===== config.mk =====
export PLATFORM = sky130hd
export DESIGN_NAME = dzcpu_useq
export DESIGN_NICKNAME = d
export VERILOG_FILES = /design/src/rtl/dzcpu_useq.sv
export SDC_FILE = /design/constraint.sdc
export NUM_CORES = 1
export LEC_CHECK = 0
export CELL_PAD_IN_SITES_DETAIL_PLACEMENT = 1
export CELL_PAD_IN_SITES_GLOBAL_PLACEMENT = 1
export CORE_MARGIN = 8
export CORE_UTILIZATION = 36
export CTS_BUF_LIST = sky130_fd_sc_hd__clkbuf_8
export DETAILED_ROUTE_END_ITERATION = 7
export PLACE_DENSITY = 0.85
export SLEW_MARGIN = 0
export SYNTH_ARGS = -nofsm -noshare
export SYNTH_HDL_FRONTEND = slang
export SYNTH_SLANG_ARGS = --single-unit

===== constraint.sdc =====
create_clock -name iClock -period 3.1 [get_ports iClock]
set_clock_uncertainty 0.1 [all_clocks]
set_input_delay 0.62 -clock iClock [delete_from_list [all_inputs] [get_ports iClock]]
set_output_delay 0.62 -clock iClock [all_outputs]
set_load 0.02 [all_outputs]

===== src/rtl/dzcpu_useq.sv =====
// dzcpu_useq - microcode sequencer for the dzcpu core.
//
// Latches macro opcodes from the memory read path into the instruction
// register, then looks up the flow entry point in the main or CB flow LUT.
// It steps a micro-PC through the microcode ROM and turns each micro-op's
// flow field into datapath strobes. A flow ends on an end-of-flow code, or
// it is aborted by a per-instruction watchdog.
//
// Ports:
//   iClock      core clock, all state updates on posedge
//   iReset      synchronous active-high reset
//   iMdata      memory read data (opcode / CB second byte)
//   iMemReady   memory cycle complete, low stalls the sequencer
//   iFlagZ      current Z flag, used by conditional end-of-flow codes
//   iUop        ROM word at oUaddr: [12:10] flow, [9:5] op, [4:0] operand
//   iFlowIdx    main LUT result for oIr
//   iCbFlowIdx  CB LUT result for oIr
//   oIr         instruction register, drives both LUTs
//   oUaddr      micro-ROM address
//   oUopValid   datapath executes iUop[9:0] this cycle
//   oPcInc      increment macro PC this cycle
//   oFlagWe     flag-update strobe
//   oEof        one-cycle pulse on instruction retire
//   oUcodeErr   sticky watchdog error
//   oInstCount  retired-instruction counter
module dzcpu_useq #(
  parameter logic [4:0] P_JCB_OP     = 5'd0,
  parameter int         P_WDOG_LIMIT = 32
) (
  input  logic        iClock,
  input  logic        iReset,
  input  logic [7:0]  iMdata,
  input  logic        iMemReady,
  input  logic        iFlagZ,
  input  logic [12:0] iUop,
  input  logic [7:0]  iFlowIdx,
  input  logic [7:0]  iCbFlowIdx,
  output logic [7:0]  oIr,
  output logic [7:0]  oUaddr,
  output logic        oUopValid,
  output logic        oPcInc,
  output logic        oFlagWe,
  output logic        oEof,
  output logic        oUcodeErr,
  output logic [15:0] oInstCount
);

  localparam int WDW = $clog2(P_WDOG_LIMIT + 1);

  typedef enum logic [1:0] {ST_FETCH, ST_DECODE, ST_EXEC} state_e;

  state_e          state_q, state_d;
  logic [7:0]      ir_q, ir_d;
  logic [7:0]      upc_q, upc_d;
  logic            cb_q, cb_d;
  logic [WDW-1:0]  wdog_q, wdog_d;
  logic            err_q, err_d;
  logic [15:0]     icount_q, icount_d;

  logic [2:0]      flowCode;
  logic [4:0]      opField;
  logic            incBit;
  logic            fuBit;
  logic            eofHit;
  logic            condEof;
  logic            isJcb;
  logic            active;
  logic [WDW-1:0]  wdogNext;
  logic            unusedOperand;

  // The operand field belongs to the datapath; the sequencer ignores it.
  assign unusedOperand = ^iUop[4:0];

  // Flow-field decode and datapath strobes. The strobes are combinational
  // and only fire in EXEC when memory is ready. They are also held low
  // while reset is asserted, so a reset that lands mid-flow cannot leak a
  // half-executed micro-op into the datapath.
  always_comb begin
    flowCode = iUop[12:10];
    opField  = iUop[9:5];
    incBit   = 1'b0;
    fuBit    = 1'b0;
    eofHit   = 1'b0;
    condEof  = 1'b0;
    case (flowCode)
      3'd1: incBit = 1'b1;
      3'd2: eofHit = 1'b1;
      3'd3: begin incBit = 1'b1; eofHit = 1'b1; end
      3'd4: begin eofHit = 1'b1; fuBit = 1'b1; end
      3'd5: begin incBit = 1'b1; eofHit = 1'b1; fuBit = 1'b1; end
      3'd6: begin incBit = 1'b1; eofHit = iFlagZ;  condEof = iFlagZ;  end
      3'd7: begin incBit = 1'b1; eofHit = !iFlagZ; condEof = !iFlagZ; end
      default: ;
    endcase
    // A jump-to-CB micro-op is consumed by the sequencer, not the datapath.
    isJcb     = (opField == P_JCB_OP) && !eofHit;
    active    = (state_q == ST_EXEC) && iMemReady && !iReset;
    oPcInc    = active && incBit;
    oUopValid = active && !condEof && !isJcb;
    oFlagWe   = fuBit && oUopValid;
    oEof      = active && eofHit;
    oUaddr    = (state_q == ST_EXEC) ? upc_q : 8'd0;
  end

  // Next-state logic. In EXEC, end-of-flow outranks the CB jump, and the
  // CB jump outranks the watchdog. A stall (iMemReady low) holds every
  // register.
  always_comb begin
    state_d  = state_q;
    ir_d     = ir_q;
    upc_d    = upc_q;
    cb_d     = cb_q;
    wdog_d   = wdog_q;
    err_d    = err_q;
    icount_d = icount_q;
    wdogNext = wdog_q + 1'b1;
    case (state_q)
      ST_FETCH: begin
        if (iMemReady) begin
          ir_d    = iMdata;
          cb_d    = 1'b0;
          state_d = ST_DECODE;
        end
      end
      ST_DECODE: begin
        upc_d   = cb_q ? iCbFlowIdx : iFlowIdx;
        wdog_d  = '0;
        state_d = ST_EXEC;
      end
      ST_EXEC: begin
        if (iMemReady) begin
          wdog_d = wdogNext;
          if (eofHit) begin
            icount_d = icount_q + 16'd1;
            state_d  = ST_FETCH;
          end else if (isJcb) begin
            ir_d    = iMdata;
            cb_d    = 1'b1;
            state_d = ST_DECODE;
          end else if (wdogNext == WDW'(P_WDOG_LIMIT)) begin
            err_d   = 1'b1;
            state_d = ST_FETCH;
          end else begin
            upc_d = upc_q + 8'd1;
          end
        end
      end
      default: state_d = ST_FETCH;
    endcase
  end

  // State registers with synchronous reset. The watchdog error is sticky
  // and is cleared only by reset.
  always_ff @(posedge iClock) begin
    if (iReset) begin
      state_q  <= ST_FETCH;
      ir_q     <= 8'd0;
      upc_q    <= 8'd0;
      cb_q     <= 1'b0;
      wdog_q   <= '0;
      err_q    <= 1'b0;
      icount_q <= 16'd0;
    end else begin
      state_q  <= state_d;
      ir_q     <= ir_d;
      upc_q    <= upc_d;
      cb_q     <= cb_d;
      wdog_q   <= wdog_d;
      err_q    <= err_d;
      icount_q <= icount_d;
    end
  end

  assign oIr        = ir_q;
  assign oUcodeErr  = err_q;
  assign oInstCount = icount_q;

endmodule


[After elaboration in Yosys (flattened, before gate mapping)]
Index checks and enable logic that the tools add are counted.
Word-level totals
  register bits after elaboration: 42
  bits of input ports: 41
  output and inout port bits: 37
  word-level logic and storage cells: 84
Operators by class
  add/sub/neg operators: 3
  equality and inequality tests: 17
  muxes and demuxes: 29
  bitwise gates (word level): 2
  reductions and logical operators: 26
Operator list (number)
  $mux 8: 10
  $pmux 8 s2: 2
  $add 16x1->16 const B: 1
  $reduce_and 5->1: 3
  $eq 3x3->1 const B: 4
  $ne 2x2->1 const B: 6
  $pmux 6 s2: 1
  $mux 2: 5
  $add 8x1->8 const B: 1
  $logic_and 1x1->1: 8
  $add 6x1->6 const B: 1
  $eq 3x2->1 const B: 2
  $eq 6x6->1 const B: 1
  $mux 1: 6
  $mux 6: 1
  $pmux 2 s3: 1
  $reduce_and 3->1: 2
  $logic_not 1->1: 5
  $logic_not 5->1: 1
  $reduce_or 5->1: 1
  $ne 4x3->1 const B: 1
  $pmux 1 s2: 2
  $reduce_bool 2->1: 2
  $reduce_or 4->1: 1
  other kinds (8): 9

[Depth between registers and ports, before layout]
Gate-level depths: netlist of the first run.
  word-level depth: 9
  depth in mapped cells: 9
  depth with buffers taken out: 8

[Least setup slack after synthesis of the first run]
OpenSTA, ideal clock, no wires.
  kind: input port to output port
  start: input iUop[11]
  end: output oFlagWe
  data arrival time: 2.427 ns
  slack: -0.047 ns
  stages: 6
  buffers on the path: 0
  path through: inv_1 -> ha_1 -> o31ai_4 -> nor2_4 -> nor4_1 -> and2_1
Between the ends
  cells in the longest elaborated chain, start to end: 8
Ends and longest elaborated chain
  start, declared: line 35  | input logic [12:0] iUop,
  $eq 3x3->1 or $eq 3x2->1 (tied branches): line 85  | case (flowCode)
  $reduce_or 4->1 (no source line)
  $pmux 1 s3: line 85
  $logic_not 1->1: line 96  | isJcb = (opField == P_JCB_OP) && !eofHit;
  $logic_and 1x1->1: line 96
  $logic_not 1->1: line 99  | oUopValid = active && !condEof && !isJcb;
  $logic_and 1x1->1 *: line 99
  via oUopValid: line 40  | output logic oUopValid,
  $logic_and 1x1->1 *: line 100  | oFlagWe = fuBit && oUopValid;
  end, declared: line 42  | output logic oFlagWe,
Mark *: on every way through the listed nets, which the timed path passes. The rest lies on a longest branch.

[Final worst setup path of the first run]
  start: input iUop[11]
  end: output oUopValid
Between the ends
  cells in the longest elaborated chain, start to end: 7
Ends and longest elaborated chain (line)
  $eq 3x3->1 or $eq 3x2->1 (tied branches): 85
  $reduce_or 4->1 (no source line)
  $pmux 1 s3: 85
  $logic_not 1->1: 96
  $logic_and 1x1->1: 96
  $logic_not 1->1: 99
  $logic_and 1x1->1 *: 99
  end, declared: 40
Every way passes the cells marked *; elsewhere a longest branch is shown, timed or not.

==> metrics.md, run 1 <==
| Metric | Value |
|---|---|
| Core area | `5960 sq um` |
| Critical path startpoint | `iUop[11]` |
| Final min period | `3.06 ns` |
| Largest net degree at the start of global routing | `32` |
| TritonCTS clock tree | `built` |
| Skew-Pair Late Insertion Delay | `about 0.29 ns` |
| Post-DR wirelength/cell | `roughly 17 um` |
| Antenna diodes | `0` |
| Depth of the CTS H-tree | `2` |
| Net Count, Synth | `322` |
| Clk pin slew, worst setup/hold paths | `approximately 0.090 ns` |
| Maxcap violations | `0` |
| Post-synth ARST share | `0` |
| Cell variety after synth | `47` |
| Max layer used | `met4` |
| Top Ports | `78` |
| Static Leak | `1.19 nW` |
| Antenna-violating nets left | `0` |
| Tot Pwr | `roughly 1.2 mW` |
| WL met3 | `roughly 450 um` |
| Max Buffers Root-to-Sink | `2` |
| Post-synth EDFFs | `0` |
| Status | `complete, no violations` |
| Worst-path fanout max | `3` |
| Number of core rows | `28` |
| GRT Total Usage | `0.175` |
| Vias in the first global route | `between 2,000 and 3,000` |
| Primary FF master, synth | `dfxtp_1` |
| Worst vdd rail ir drop | `about 0.26 mV` |
| Reg-to-reg startpoint | `wdog_q[0]` |
| Fin. Hold Viols | `0` |
| Final period util | `0.986` |
| Starting Density | `0.376` |
| Sequential cell area fraction in the yosys report | `0.375` |
| DRT Pass-1 Iters | `4` |
| Most frequent cells in the layout | `clkdlybuf4s50_1 (68), dfxtp_1 (42), nor2_1 (41)` |
| Die W | `around 95 um` |
| Worst-Margin Slew | `0.644 ns` |
| Setup violators final | `0` |
| RSZ-0062 raised after global routing | `yes` |
| Crit. End Element | `output port` |
| Crit path launch type | `input port` |
| Worst Hold Class | `reg -> reg` |
| Placer Congestion | `slightly above 0.8` |
| Final net count | `408` |
| Root buffer cell | `clkbuf_8` |
| Post-Syn Instances | `276` |
| DRC Markers | `0` |
| Number of synthesized register bits | `42` |
| WS Path Type | `in -> out` |
| Total CTS buffers | `5` |
| Vias | `around 2,400` |
| Mapped Avg Cell Area | `around 8.1 sq um` |
| CP arrival | `approximately 2.3 ns` |
| Synthesized area | `approximately 2200 sq um` |
| Initial antenna violation count | `0` |
| Full die area | `9010 sq um` |
| Slew HR | `0.570` |
| Share of cells above drive strength 1 | `0.113` |
| Met1 Wirelength | `around 3.0 mm` |
| Total Wirelength | `7.53 mm` |
| DP HPWL | `5.67 mm` |
| Clk sinks | `42` |
| Crit path required time | `around 2.4 ns` |
| Fmax achieved | `0.327 GHz` |
| Routed wl met2 | `~4.0 mm` |
| # hold bufs at CTS | `0` |
| Warning count from the yosys run | `0` |
| Setup TNS | `0 ns` |
| Area Growth Syn to Fin | `44.8%` |
| Port buffer count | `around 70` |
| Hold path start | `oInstCount[15]` |
| Global-route wire length before repair | `12.7 mm` |
| Fin. max-slew vios | `0` |
| P per Cell Area | `around 360 nW/um^2` |
| Layout filler cell count | `between 700 and 800` |
| Die height | `between 90 and 100 um` |
| Vias/cell | `between 5 and 6` |
| DRT iter0 DRCs | `between 70 and 80` |
| Most common cell after layout, fill and taps aside | `clkdlybuf4s50_1` |
| Gr ovfl total | `0` |
where the power goes:
group          switching [mW]  internal (mW)
Clock                   0.194          0.179
Sequential             0.0154          0.556
Combinational           0.105          0.108
Total                   0.314          0.843
critical path: stages:
cell,delay [ns]
clkdlybuf4s50_1,0.48
inv_1,0.07
ha_1,0.24
o31ai_4,0.34
nor2_4,0.07
nor4_4,0.16
clkdlybuf4s15_1,0.37
synth_stat cells, types with 3 or more instances:
master	number	area, sq um
and3_1	3	18.8
and2_1	8	50.1
a21oi_1	26	130
dfxtp_1	42	841
xor2_1	5	43.8
a211oi_1	4	30.0
xnor2_1	4	35.0
inv_1	10	37.5
nand2b_1	3	18.8
nand3_1	12	60.1
a31oi_1	4	25.0
nand2_1	19	71.3
nor2b_1	3	18.8
or3_1	9	56.3
mux2i_1	14	140
o21ai_0	14	70.1
nor3_1	4	20.0
ha_1	5	62.6
nand4_1	4	25.0
nor2_1	41	154
o21ai_1	4	20.0
clkbuf_1	8	30.0
per-stage QoR:
stage               hold slack (ns)  instances  cell area (sq um)  setup slack, ns  utilization
finish                        0.393        438               3250           0.0419        0.545
floorplan                     0.353        276               2250            0.227            -
detailed placement            0.386        429               3140           -0.352        0.527
global route                  0.414        438               3250          -0.0172        0.545
global placement              0.369        429               3140           -0.334        0.527
CTS                           0.398        437               3230           0.0157        0.542
final cells by class:
cell class,count,area [sq um],area share
tap,75,93.8,0.0289
multi-input combinational,214,1340,0.412
inverter,10,37.5,0.0116
sequential,42,841,0.259
timing repair buffer,89,843,0.260
clock inverter,2,12.5,0.00385
clock buffer,6,82.6,0.0254
layer usage:
metal / vias to the layer above / track usage
met1: 1170 / 0.189
met2: 57 / 0.323
li1: 1150 / -
met3: 6 / 0.0524
met5: - / 0
met4: 0 / 0.0507
logic make-up after synthesis:
logic type                 after synthesis  synth area share
AOI/OAI and AO/OA                       64             0.173
and+or+nand+nor                        122             0.289
xor gates and xnor gates                 9            0.0352
muxes                                   14            0.0625
buffers and inverters                   20            0.0374
adders and majority gates                5            0.0279
DFF                                     42             0.375
flip-flops by register name (all words and copies together), names as in the netlist:
name and flops:
oInstCount 16, oIr 8, upc_q 8, wdog_q 6, state_q 2, cb_q 1, oUcodeErr 1
path summary, 6_finish.rpt:
path         slack, ns  cells past startpoint              to
max reg2reg       0.97                      6        upc_q[2]
max               0.04                      7       oUopValid
min reg2reg       0.39                      2  oInstCount[15]
min               0.39                      2  oInstCount[15]
timing repair:
item | 4_1_cts | 5_1_grt
pin swaps | 1 | 1
resized for setup | 9 | 5
endpoints found under the setup margin | 3 | 3
buffers inserted | 0 | 1
Power figures use the tool's default switching activity.
==> run 2, diff against run 1 <==
--- a/config.mk
+++ b/config.mk
@@ -11,6 +11,7 @@
 export CORE_UTILIZATION = 36
 export CTS_BUF_LIST = sky130_fd_sc_hd__clkbuf_8
 export DETAILED_ROUTE_END_ITERATION = 7
+export MAX_ROUTING_LAYER = met4
 export PLACE_DENSITY = 0.85
 export SLEW_MARGIN = 0
 export SYNTH_ARGS = -nofsm -noshare
==> run 2 against run 1 <==
Effect of this change: sequential share of layout area is 0.060 points higher; sequential cell count is the same; hold slack barely moved; critical path depth stayed put; largest cell class unchanged; largest power group unchanged.
==> metrics.md, run 2 (synthesized netlist as in run 1, its figures left out) <==
| Metric | Value |
|---|---|
| Non-Filler Instances | `between 400 and 500` |
| Vias | `2,355` |
| Hold Slack | `0.393 ns` |
| Max Buffers Root-to-Sink | `2` |
| Skew-Pair Late Insertion Delay | `about 0.29 ns` |
| Final period util | `0.978` |
| Post-layout util | `0.544` |
| Worst-Margin Slew | `about 0.6 ns` |
| Post-DR wirelength/cell | `about 17 um` |
| Clk sinks | `42` |
| Worst-path fanout max | `2` |
| WS Path Type | `in -> out` |
| Final net count | `around 410` |
| Crit path required time | `between 2 and 2.5 ns` |
| Number of core rows | `28` |
| Top Ports | `between 70 and 80` |
| Root buffer cell | `clkbuf_8` |
| DRT Pass-1 Iters | `4` |
| Maxcap violations | `0` |
| Largest net degree at the start of global routing | `32` |
| Most common cell after layout, fill and taps aside | `clkdlybuf4s50_1` |
| Gr ovfl total | `0` |
| Most frequent cells in the layout | `clkdlybuf4s50_1 (68), dfxtp_1 (42), nor2_1 (41)` |
| Crit path launch type | `input port` |
| Total Wirelength | `7.49 mm` |
| Core area | `roughly 6000 sq um` |
| CP arrival | `~2.3 ns` |
| TritonCTS clock tree | `built` |
| Static Leak | `~1.2 nW` |
| P per Cell Area | `357 nW/um^2` |
| DRT iter0 DRCs | `around 80` |
| Die height | `about 95 um` |
| Vias in the first global route | `about 2,600` |
| Placed insts | `between 400 and 500` |
| Placer Congestion | `about 0.84` |
| Antenna-violating nets left | `0` |
| DRC Markers | `0` |
| Slowest stage delay, CP | `approximately 0.54 ns` |
| Critical path's slowest cell | `or4_4` |
| Antenna diodes | `0` |
| GRT Total Usage | `0.181` |
| Depth of the CTS H-tree | `2` |
| Status | `complete, no violations` |
| Total CTS buffers | `5` |
| Final min period | `about 3.0 ns` |
| Setup violators final | `0` |
| Die W | `approximately 95 um` |
| Full die area | `roughly 9000 sq um` |
| Fin. max-slew vios | `0` |
| Port buffer count | `72` |
| Crit-path cells | `clkdlybuf4s50_1 -> or4_4 -> or2_4 -> nor2_4 -> nor4_4 -> and2_1 -> buf_2` |
| Fin. Hold Viols | `0` |
| Initial antenna violation count | `0` |
| Clk pin slew, worst setup/hold paths | `0.09 ns` |
| Fmax achieved | `0.330 GHz` |
| DP HPWL | `about 5.7 mm` |
| Worst vdd rail ir drop | `0.261 mV` |
| Crit. End Element | `output port` |
| Starting Density | `0.376` |
| Global-route wire length before repair | `12.7 mm` |
| Share of cells above drive strength 1 | `0.116` |
| Worst Hold Class | `reg -> reg` |
| Area Growth Syn to Fin | `44.5%` |
| Slew HR | `0.597` |
| Largest register FFs | `16` |
| Vias/cell | `around 5.4` |
[run 2: cell types whose count changed in the layout (fill, tap and decap cells not counted), sizes merged]
cell,before,now
clkbuf,6,7
clkdlybuf4s15,1,0
[run 2: path summary, 6_finish.rpt]
check,start,cells after the start,end,slack [ns]
max,iUop[5],7,oFlagWe,0.07
max reg2reg,wdog_q[0],6,upc_q[2],0.95
min,oInstCount[15],2,oInstCount[15],0.39
min reg2reg,oInstCount[15],2,oInstCount[15],0.39
[run 2: worst max-delay path: cells and delay by family]
family	cells	cell delay (ns)
buffers and inverters	2	0.57
AND/OR/NAND/NOR	5	1.12
[run 2: per-stage QoR]
stage          TNS (ns)  total power [mW]  area [sq um]  worst slack (ns)
2_1_floorplan         0             0.684          2250             0.227
3_3_place_gp     -0.860             0.782          3140            -0.334
6_report              0              1.16          3240            0.0679
4_1_cts               0              1.16          3230            0.0157
3_5_place_dp     -0.924             0.791          3140            -0.352
5_1_grt         -0.0119              1.21          3240           -0.0119
[run 2: layout make-up]
cell class	count	area [sq um]
well taps	75	93.8
repair buffers	89	836
clock inverters	2	12.5
clock buffers	6	82.6
flip-flops and latches	42	841
multi-input cells	214	1340
fillers	736	2720
inverters	10	37.5
[run 2: metal layers]
| metal | routed length, um | vias up | part of all wire | global-route usage |
|---|---|---|---|---|
| met1 | 3060 | 1144 | 0.41 | 0.195 |
| met3 | 403 | 6 | 0.054 | 0.0413 |
| li1 | - | 1146 | - | - |
| met5 | 0 | - | 0 | - |
| met4 | 76 | 0 | 0.010 | 0.0507 |
| met2 | 3950 | 59 | 0.53 | 0.323 |
[run 2: report_power, final]
| group | total (mW) | leakage [nW] | switching (mW) | internal (mW) |
|---|---|---|---|---|
| Sequential | 0.571 | 0.341 | 0.0153 | 0.556 |
| Clock | 0.372 | 0.0472 | 0.193 | 0.179 |
| Combinational | 0.212 | 0.799 | 0.104 | 0.107 |
[run 2: timing repair]
action / in CTS / in global routing
endpoints found under the setup margin: 3 / 3
resized for setup: 9 / 6
hold buffers: 0 / 0
pin swaps: 1 / 2
setup buffers: 0 / 1
==> run 3, diff against run 2 <==
--- a/config.mk
+++ b/config.mk
@@ -5,15 +5,18 @@
 export SDC_FILE = /design/constraint.sdc
 export NUM_CORES = 1
 export LEC_CHECK = 0
+export ABC_AREA = 1
+export CAP_MARGIN = 20
 export CELL_PAD_IN_SITES_DETAIL_PLACEMENT = 1
 export CELL_PAD_IN_SITES_GLOBAL_PLACEMENT = 1
 export CORE_MARGIN = 8
-export CORE_UTILIZATION = 36
+export CORE_UTILIZATION = 35
 export CTS_BUF_LIST = sky130_fd_sc_hd__clkbuf_8
 export DETAILED_ROUTE_END_ITERATION = 7
 export MAX_ROUTING_LAYER = met4
-export PLACE_DENSITY = 0.85
+export PLACE_DENSITY = 0.84
 export SLEW_MARGIN = 0
 export SYNTH_ARGS = -nofsm -noshare
 export SYNTH_HDL_FRONTEND = slang
 export SYNTH_SLANG_ARGS = --single-unit
+export TNS_END_PERCENT = 30
==> run 3 against run 2 <==
Effect of this change: synthesized cell count rose by 37%; utilization decreased by 4.4 points; total power is 4.2% higher; critical path type unchanged.
==> metrics.md, run 3 <==
| Metric | Value |
|---|---|
| Status | `complete, no violations` |
| DRT iter0 DRCs | `around 70` |
| Antenna diodes | `0` |
| Vias | `2,682` |
| Starting Density | `0.363` |
| Fin. Hold Viols | `0` |
| Total Wirelength | `7.47 mm` |
| DRT Pass-1 Iters | `4` |
| Port buffer count | `between 70 and 80` |
| Final period util | `0.957` |
| CP arrival | `~2.3 ns` |
| WS Path Type | `in -> out` |
| Mapped Avg Cell Area | `6.54 sq um` |
| Fin. max-slew vios | `0` |
| Fmax achieved | `approximately 0.34 GHz` |
| Total CTS buffers | `5` |
| # hold bufs at CTS | `0` |
| Initial antenna violation count | `0` |
| Synthesized area | `2480 sq um` |
| Primary FF master, synth | `dfxtp_1` |
| Slew HR | `0.579` |
| Vias/cell | `between 4 and 5` |
| Synth area leader | `dfxtp_1` |
| Clk sinks | `42` |
| Most frequent cells in the layout | `nand2_1 (87), clkdlybuf4s50_1 (68), nor2_1 (53)` |
| Vias in the first global route | `2,842` |
| Core area | `6830 sq um` |
| Post-CTS Resized | `5` |
| Reg-to-reg slack, setup | `about 1.2 ns` |
| Post-Syn Instances | `roughly 380` |
| Sw Pwr | `about 360 uW` |
| Most common cell after layout, fill and taps aside | `nand2_1` |
| Clk pin slew, worst setup/hold paths | `about 0.080 ns` |
| P per Cell Area | `approximately 350 nW/um^2` |
| Number of synthesized register bits | `42` |
| Most frequent cell after synthesis | `nand2_1` |
| Worst-path fanout max | `3` |
| Worst Reg-to-Reg Cells | `7` |
| Largest net degree at the start of global routing | `28` |
| Int Pwr | `between 800 and 900 uW` |
| Full die area | `10,000 sq um` |
| Setup TNS | `0 ns` |
| Depth of the CTS H-tree | `2` |
| Max Buffers Root-to-Sink | `2` |
| Die W | `roughly 100 um` |
| Setup violators final | `0` |
| Ranking of synthesized cells by area | `dfxtp_1 (34%), nand2_1 (13%), nor2_1 (8.0%)` |
| Combinational share of power | `0.207` |
| Layout filler cell count | `927` |
| Root buffer cell | `clkbuf_8` |
| Hold path start | `oUcodeErr` |
| List of most frequent post-synthesis cells | `nand2_1 (87), nor2_1 (53), inv_1 (50), dfxtp_1 (42), a21oi_1 (31)` |
| Crit. End Element | `output port` |
| Share of the synthesized area in the top cell type | `0.339` |
| Gr ovfl total | `0` |
| TritonCTS clock tree | `built` |
| Crit path launch type | `input port` |
| Cell variety after synth | `37` |
| Warning count from the yosys run | `0` |
| Post-DR wirelength/cell | `13.5 um` |
| Share of cells above drive strength 1 | `0.0808` |
| Worst Hold End | `oUcodeErr` |
| Post-layout util | `0.500` |
| Reg-to-Reg End | `oInstCount[14]` |
| DP HPWL | `a little under 6 mm` |
| Seq pwr share | `0.483` |
| Crit path required time | `2.38 ns` |
| Global-route wire length before repair | `roughly 13 mm` |
| Net Count, Synth | `around 430` |
| Reg-to-reg startpoint | `oInstCount[0]` |
| Net Sw Frac | `0.299` |
| GRT Total Usage | `0.156` |
| Worst vdd rail ir drop | `0.147 mV` |
| Worst slack at placement | `-0.350 ns` |
| Clock share of power | `0.310` |
| Total setup buffers inserted after CTS | `0` |
| Hold path depth | `2` |
| Sequential cell area fraction in the yosys report | `0.339` |
| Placed insts | `about 550` |
| Die height | `100 um` |
| Maxcap violations | `0` |
| DRC Markers | `0` |
| Largest register FFs | `16` |
| Placer Congestion | `between 0.8 and 0.9` |
| Static Leak | `~1.4 nW` |
| Post-synth ARST share | `0` |
| Worst Hold Class | `reg -> reg` |
| Number of core rows | `30` |
| Hold Slack | `roughly 0.38 ns` |
| Final min period | `about 3.0 ns` |
| Post-synth EDFFs | `0` |
| Antenna-violating nets left | `0` |
| RSZ-0062 raised after global routing | `no` |
| Top Ports | `78` |
| Skew-Pair Late Insertion Delay | `~0.3 ns` |
| Final net count | `503` |
| Worst-Margin Slew | `between 0.6 and 0.7 ns` |
| Area Growth Syn to Fin | `37.8%` |
| Setup slack after layout | `between 0.1 and 0.15 ns` |
| Non-Filler Instances | `roughly 550` |
## run 3: cell type report
type / instances / area, sq um / share of cell area
Clock buffer: 5 / 68.8 / 0.0202
Tap cell: 96 / 120 / 0.0352
Sequential cell: 42 / 841 / 0.246
Multi-Input combinational cell: 272 / 1360 / 0.400
Timing Repair Buffer: 82 / 792 / 0.232
Clock inverter: 3 / 25.0 / 0.00733
Inverter: 54 / 203 / 0.0594
## run 3: routing by layer
metal	vias up	GRT usage	wire, um
met1	1263	0.168	3440
li1	1362	-	-
met2	50	0.280	3630
met3	7	0.0429	350
met5	-	-	0
met4	0	0.0279	48
## run 3: how the worst max path moves through the flow
stage | startpoint | end | slack, ns | cells past startpoint
2_1_floorplan | iUop[11] | oFlagWe | 0.27 | 9
3_3_place_gp | iUop[12] | oFlagWe | -0.29 | 11
3_5_place_dp | iUop[12] | oFlagWe | -0.35 | 11
4_1_cts | iUop[12] | oFlagWe | 0.01 | 11
5_1_grt | iUop[12] | oFlagWe | 0.004 | 11
6_report | iUop[11] | oEof | 0.13 | 9
## run 3: power groups by stage
| stage | Combinational, mW | Clock, mW | Sequential (mW) |
|---|---|---|---|
| 6_report | 0.249 | 0.373 | 0.581 |
| 2_1_floorplan | 0.131 | 0 | 0.605 |
| 5_1_grt | 0.280 | 0.415 | 0.584 |
| 4_1_cts | 0.253 | 0.390 | 0.582 |
| 3_3_place_gp | 0.244 | 0 | 0.593 |
| 3_5_place_dp | 0.251 | 0 | 0.594 |
## run 3: cells by family after synthesis
group | Yosys count | share of synthesized area
AND/OR/NAND/NOR | 197 | 0.358
buffers and inverters | 65 | 0.112
AO/OA/AOI/OAI | 63 | 0.140
flip-flops | 42 | 0.339
XOR/XNOR | 7 | 0.0247
adder cells (fa/ha/maj) | 5 | 0.0253
## run 3: through the flow
stage	area (sq um)	power [mW]
global placement	3320	0.837
floorplan	2480	0.736
finish	3410	1.20
detailed placement	3320	0.845
global route	3410	1.28
CTS	3410	1.22
## run 3: worst max-delay path, stage by stage
cell	delay, ns
clkdlybuf4s50_1	0.49
inv_1	0.07
ha_1	0.27
inv_1	0.04
nand2_1	0.07
nand2_2	0.05
buf_4	0.15
nor2_1	0.11
dlygate4sd2_1	0.37
